<file path="src/rtl/dlx_pkg.sv">
// Shared types for the DLX hazard/forwarding logic: register addresses and
// in-flight writer scoreboard entries.
package dlx_pkg;

    // Widest register address any instance may use; narrower fields are zero-extended.
    localparam int REG_AW_MAX = 8;

    typedef logic [REG_AW_MAX-1:0] reg_addr_t;

    typedef struct packed {
        logic      valid;
        reg_addr_t rd;
        logic      is_load;
    } sb_entry_t;

    localparam int        FWD_RF = 0;
    localparam reg_addr_t R0     = '0;

endpackage

</file>
<file path="src/rtl/dlx_fwd_match.sv">
// Matches one source operand against the writer scoreboard and returns the
// forwarding select of the youngest matching writer plus its load-use hazard.
module dlx_fwd_match
    import dlx_pkg::*;
#(
    parameter int FWD_DEPTH = 2,
    parameter int LOAD_LAT  = 1,
    parameter int SEL_W     = $clog2(FWD_DEPTH + 1)
) (
    input  logic                      src_use_i,
    input  reg_addr_t                 src_i,
    input  sb_entry_t [FWD_DEPTH-1:0] entries_i,
    output logic [SEL_W-1:0]          sel_o,
    output logic                      load_hazard_o
);

    always_comb begin
        // NOTE: defaults first so every path assigns each output and no latch is inferred.
        sel_o         = SEL_W'(FWD_RF);
        load_hazard_o = 1'b0;
        // Scan oldest to youngest so the youngest matching writer assigns last and wins.
        for (int k = FWD_DEPTH; k >= 1; k--) begin
            if (src_use_i && (src_i != R0) && entries_i[k-1].valid &&
                (entries_i[k-1].rd == src_i)) begin
                sel_o         = SEL_W'(k);
                load_hazard_o = entries_i[k-1].is_load && (k <= LOAD_LAT);
            end
        end
    end

endmodule

</file>
<file path="src/rtl/dlx_hazard_unit.sv">
// DLX hazard detection and forwarding: resettable in-flight writer scoreboard,
// load-use stall generation, per-operand forwarding selects and a stall counter.
module dlx_hazard_unit
    import dlx_pkg::*;
#(
    parameter  int REG_AW    = 5,
    parameter  int FWD_DEPTH = 2,
    parameter  int LOAD_LAT  = 1,
    localparam int SEL_W     = $clog2(FWD_DEPTH + 1)
) (
    input  logic              clk,
    input  logic              rst_n,
    input  logic              id_valid,
    input  logic [REG_AW-1:0] id_rs1,
    input  logic [REG_AW-1:0] id_rs2,
    input  logic              id_use_rs1,
    input  logic              id_use_rs2,
    input  logic [REG_AW-1:0] id_rd,
    input  logic              id_reg_wr,
    input  logic              id_is_load,
    input  logic              id_is_store,
    input  logic              flush,
    input  logic              hold,
    output logic              stall,
    output logic              issue,
    output logic [SEL_W-1:0]  fwd_a_sel,
    output logic [SEL_W-1:0]  fwd_b_sel,
    output logic              store_fwd,
    output logic [15:0]       stall_cnt
);

    sb_entry_t [FWD_DEPTH-1:0] sb_q, sb_d;
    logic [15:0]               stall_cnt_q, stall_cnt_d;

    reg_addr_t rs1_ext, rs2_ext, rd_ext;
    logic      haz_a, haz_b;

    assign rs1_ext = REG_AW_MAX'(id_rs1);
    assign rs2_ext = REG_AW_MAX'(id_rs2);
    assign rd_ext  = REG_AW_MAX'(id_rd);

    dlx_fwd_match #(
        .FWD_DEPTH (FWD_DEPTH),
        .LOAD_LAT  (LOAD_LAT),
        .SEL_W     (SEL_W)
    ) u_match_a (
        .src_use_i     (id_use_rs1),
        .src_i         (rs1_ext),
        .entries_i     (sb_q),
        .sel_o         (fwd_a_sel),
        .load_hazard_o (haz_a)
    );

    dlx_fwd_match #(
        .FWD_DEPTH (FWD_DEPTH),
        .LOAD_LAT  (LOAD_LAT),
        .SEL_W     (SEL_W)
    ) u_match_b (
        .src_use_i     (id_use_rs2),
        .src_i         (rs2_ext),
        .entries_i     (sb_q),
        .sel_o         (fwd_b_sel),
        .load_hazard_o (haz_b)
    );

    // Flush and hold both override a hazard: nothing stalls that is being killed or frozen.
    assign stall     = id_valid & (haz_a | haz_b) & ~flush & ~hold;
    assign issue     = id_valid & ~stall & ~flush & ~hold;
    assign store_fwd = id_is_store & (fwd_b_sel != SEL_W'(FWD_RF));
    assign stall_cnt = stall_cnt_q;

    always_comb begin
        sb_d        = sb_q;
        stall_cnt_d = stall_cnt_q;
        if (!hold) begin
            for (int k = 1; k < FWD_DEPTH; k++) begin
                sb_d[k] = sb_q[k-1];
            end
            // A stalled or flushed slot enters the scoreboard as an invalid bubble.
            sb_d[0].valid   = issue & id_reg_wr & (rd_ext != R0);
            sb_d[0].rd      = rd_ext;
            sb_d[0].is_load = id_is_load;
        end
        if (stall && (stall_cnt_q != 16'hFFFF)) begin
            stall_cnt_d = stall_cnt_q + 16'd1;
        end
    end

    // NOTE: every scoreboard entry is reset; a stale writer surviving reset would
    // forward from a stage that holds no real instruction.
    always_ff @(posedge clk or negedge rst_n) begin
        if (!rst_n) begin
            sb_q        <= '0;
            stall_cnt_q <= '0;
        end else begin
            // NOTE: non-blocking so all state updates see the pre-edge values.
            sb_q        <= sb_d;
            stall_cnt_q <= stall_cnt_d;
        end
    end

endmodule

</file>
<file path="config.mk">
export PLATFORM = sky130hd
export DESIGN_NAME = dlx_hazard_unit
export DESIGN_NICKNAME = d
export VERILOG_FILES = /design/src/rtl/dlx_pkg.sv /design/src/rtl/dlx_fwd_match.sv /design/src/rtl/dlx_hazard_unit.sv
export SDC_FILE = /design/constraint.sdc
export NUM_CORES = 1
export LEC_CHECK = 0
export ABC_AREA = 1
export CAP_MARGIN = 20
export CORE_MARGIN = 1.5
export CORE_UTILIZATION = 44
export CTS_CLUSTER_DIAMETER = 120
export DETAILED_ROUTE_END_ITERATION = 6
export PLACE_DENSITY = 0.74
export SYNTH_ARGS = -nofsm -noshare
export SYNTH_HDL_FRONTEND = slang
export SYNTH_SLANG_ARGS = --single-unit
</file>
<file path="constraint.sdc">
create_clock -name clk -period 1.42 [get_ports clk]
set_input_delay 0.284 -clock clk [delete_from_list [all_inputs] [get_ports clk]]
set_output_delay 0.284 -clock clk [all_outputs]
set_load 0.02 [all_outputs]
</file>
==> results.py <==
metrics = {
    "run_status": {
        "status": "finished with violations",
        "violations": "negative setup slack",
    },
    "floorplanning": {
        "dieArea_sq_um": 4770,
        "coreArea_sq_um": 4090,
        "rows": 23,
        "die_w_um": 69.1,
        "start_util_pct": 47.0,
        "io_pins": 48,
        "die_y_um": 69.1,
    },
    "drt": {
        "routed_wl_um": 5400,
        "drc": 0,
        "dr.pass1.iters": 4,
        "vias_per_cell": 5.08,
        "dr_total_vias": 2084,
        "detail-route-antenna-nets": 0,
        "drt_iter0_markers": 128,
        "wl_per_cell_um": 13.2,
    },
    "finish": {
        "nNetsFinal": 385,
        "layout_commonest_cell": "nand2_1",
        "layout-drive-gt1-share_pct": 25.0,
        "fill_cells": 335,
        "ff_latch_area_sq_um": 728,
        "most-common-layout-cells": "nand2_1, buf_4, inv_1, dfrtp_1, nor2_1",
        "n_antenna_cell": 0,
        "area_delta_synth_final_pct": 50.0,
        "multi_input_area_sq_um": 1110,
    },
    "timing": {
        "fin_tns_setup_ns": -7.06,
        "fmax_mhz": 538,
        "worstMarginPinSlew_ns": 0.269,
        "layout_min_cycle_time_ns": 1.86,
        "rsz0062_at_grt": "yes",
        "timing_hold_violations_final": 0,
        "setup_slack_ns": -0.440,
        "min_period_over_period_pct": 131,
        "slew_viol_final": 0,
        "setup_viol": 23,
        "clock-skew-final_ns": 0.00892,
        "slew_headroom_pct": 82.1,
    },
    "clock_network": {
        "clk_latency_ns": 0.28,
        "cts_buffer_depth": 2,
        "ctsHoldBuffers": 0,
        "cts_root_buf": "clkbuf_8",
        "clkSinkCount": 29,
        "htree_levels": 2,
        "clk_pin_slew_worst_paths_ns": 0.07,
        "cts_buffers": 5,
        "cts_tree": "built",
    },
    "grt": {
        "grt_pass1_wl_um": 8890,
        "grtUsageTotal_pct": 23.1,
        "antenna_found_initial": 0,
        "grt_max_degree": 30,
        "grt_pass1_vias": 1893,
        "grt_overflow": 0,
    },
    "critical_path": {
        "reg2reg_to": "stall_cnt[1]$_DFFE_PN0P_",
        "rr_startpoint": "sb_q[5]$_DFFE_PN0N_",
        "crit_required_ns": 1.14,
        "critPathMaxStageDelay_ns": 0.43,
        "end_kind": "output pin",
        "arrival_ns": 1.58,
        "cp-start-kind": "flip-flop",
        "reg2reg_slack_ns": -0.28,
        "crit_slowest_cell": "dfrtp_1",
        "r2r.worst_path.cells": 11,
        "cp_common_cell": "nand2_1",
        "cp_max_fo": 4,
        "crit_chain": "inv_2 -> nand2_1 -> nand2_1 -> nand2_1 -> nor2_1 -> nand3_2 -> nand2_2 -> nand2_2 -> inv_2 -> nor2_2 -> buf_6",
        "critPathKind": "flip-flop to output pin",
    },
    "logic_synthesis": {
        "ys_ff_latch": 29,
        "avgSynthCellArea_sq_um": 7.09,
        "syn_area_sq_um": 1920,
        "synth_area_leaders": "dfrtp_1, nand2_1, inv_1, nand4_1, nor2_1",
        "yosys_warnings": 0,
        "synth_cell_type_count": 25,
        "yosysTopAreaCellShare_pct": 37.8,
        "synth_nets": 297,
        "syn_inst": 271,
        "ys_seq_area_share_pct": 37.8,
        "synth_largest_area_cell": "dfrtp_1",
    },
    "pwr": {
        "p_leak_nw": 1.47,
        "peakVddDrop_uv": 506,
        "power.total_mw": 2.00,
        "power_density_nw_per_um2": 693,
    },
    "placed_design": {
        "port_buffers": 47,
        "gp_congestion": 0.923,
        "place_hpwl_um": 3810,
    },
    "job": {
        "max_cap_viol_count": 0,
    },
    "worst_hold_path": {
        "hold_class": "input pin to async pin",
    },
}
[Yosys cell counts (all sizes together)]
master and n:
nor3 4, nand2 86, nand3 17, buf 4, ha 1, a21boi 1
a21oi 9, o22ai 3, o31ai 1, o21ai 13, clkbuf 3, mux2 1
xor2 9, nand4 19, dfrtp 29, xnor2 7, nor2 29, inv 35
[flip-flops by register name, indices dropped and copies added (netlist names)]
| signal | count |
|---|---|
| stall_cnt | 16 |
| sb_q | 13 |
[report_power, final]
part	leakage, nW	switching (mW)	total [mW]	internal (mW)
combinational	1.04	0.178	0.347	0.169
sequential	0.378	0.0352	0.898	0.863
clock	0.0542	0.314	0.751	0.437
total	1.47	0.527	2.00	1.47
[stage by stage]
step	hold slack [ns]	setup slack [ns]	utilization (%)	instance area, sq um	instances
2_1_floorplan	-0.0116	-0.166	-	1970	271
3_3_place_gp	0.463	-0.999	66.8	2730	396
3_5_place_dp	0.484	-0.998	66.8	2730	396
4_1_cts	0.365	-0.425	69.6	2850	406
5_1_grt	0.395	-0.521	70.5	2880	410
6_report	0.362	-0.440	70.5	2880	410
[repair_timing]
action / CTS / global route
setup endpoints to repair: 39 / 31
pin swaps: 6 / 3
gates resized for setup: 80 / 14
setup buffers: 1 / 4
gates cloned: 1 / 0
[kinds of logic (layout without fill, tap and decap cells)]
group | count (synthesis) | in the layout | share of synthesized area [%]
and+or+nand+nor | 155 | 156 | 37.4
DFF | 29 | 29 | 37.8
xor gates and xnor gates | 16 | 16 | 7.30
muxes | 1 | 1 | 0.586
adders and majority gates | 1 | 1 | 0.651
buffers and inverters | 42 | 130 | 8.79
AOI/OAI and AO/OA | 27 | 27 | 7.49
[critical path: cells and delay by family (launching register included)]
family	cells	cell delay, ns
DFF	1	0.43
and+or+nand+nor	8	0.59
buffers and inverters	3	0.27
[worst max-delay path by stage]
stage / from / to / cells past startpoint
floorplan: stall_cnt[0]$_DFFE_PN0P_ / stall_cnt[12]$_DFFE_PN0P_ / 10
global placement: id_rs2[0] / issue / 11
detailed placement: id_rs2[0] / issue / 11
CTS: sb_q[5]$_DFFE_PN0N_ / issue / 11
global route: sb_q[4]$_DFFE_PN0N_ / issue / 10
finish: sb_q[5]$_DFFE_PN0N_ / issue / 11
[area by class of cell]
| class | count | area share, % |
|---|---|---|
| Inverter | 35 | 4.65 |
| Clock buffer | 7 | 3.34 |
| Tap cell | 50 | 2.17 |
| Clock inverter | 1 | 0.174 |
| Sequential cell | 29 | 25.3 |
| Multi-Input combinational cell | 201 | 38.4 |
| Timing Repair Buffer | 87 | 25.9 |
[per-layer routing]
layer  part of all wire, %  GRT usage, %  vias to the layer above
li1                      -             -                     1056
met1                    46          30.2                      951
met2                    47          37.6                       66
met3                   4.9          4.53                       11
met4                   1.9          8.71                        0
met5                     0             0                        -
Note: power is estimated with default switching activity, not from simulation.
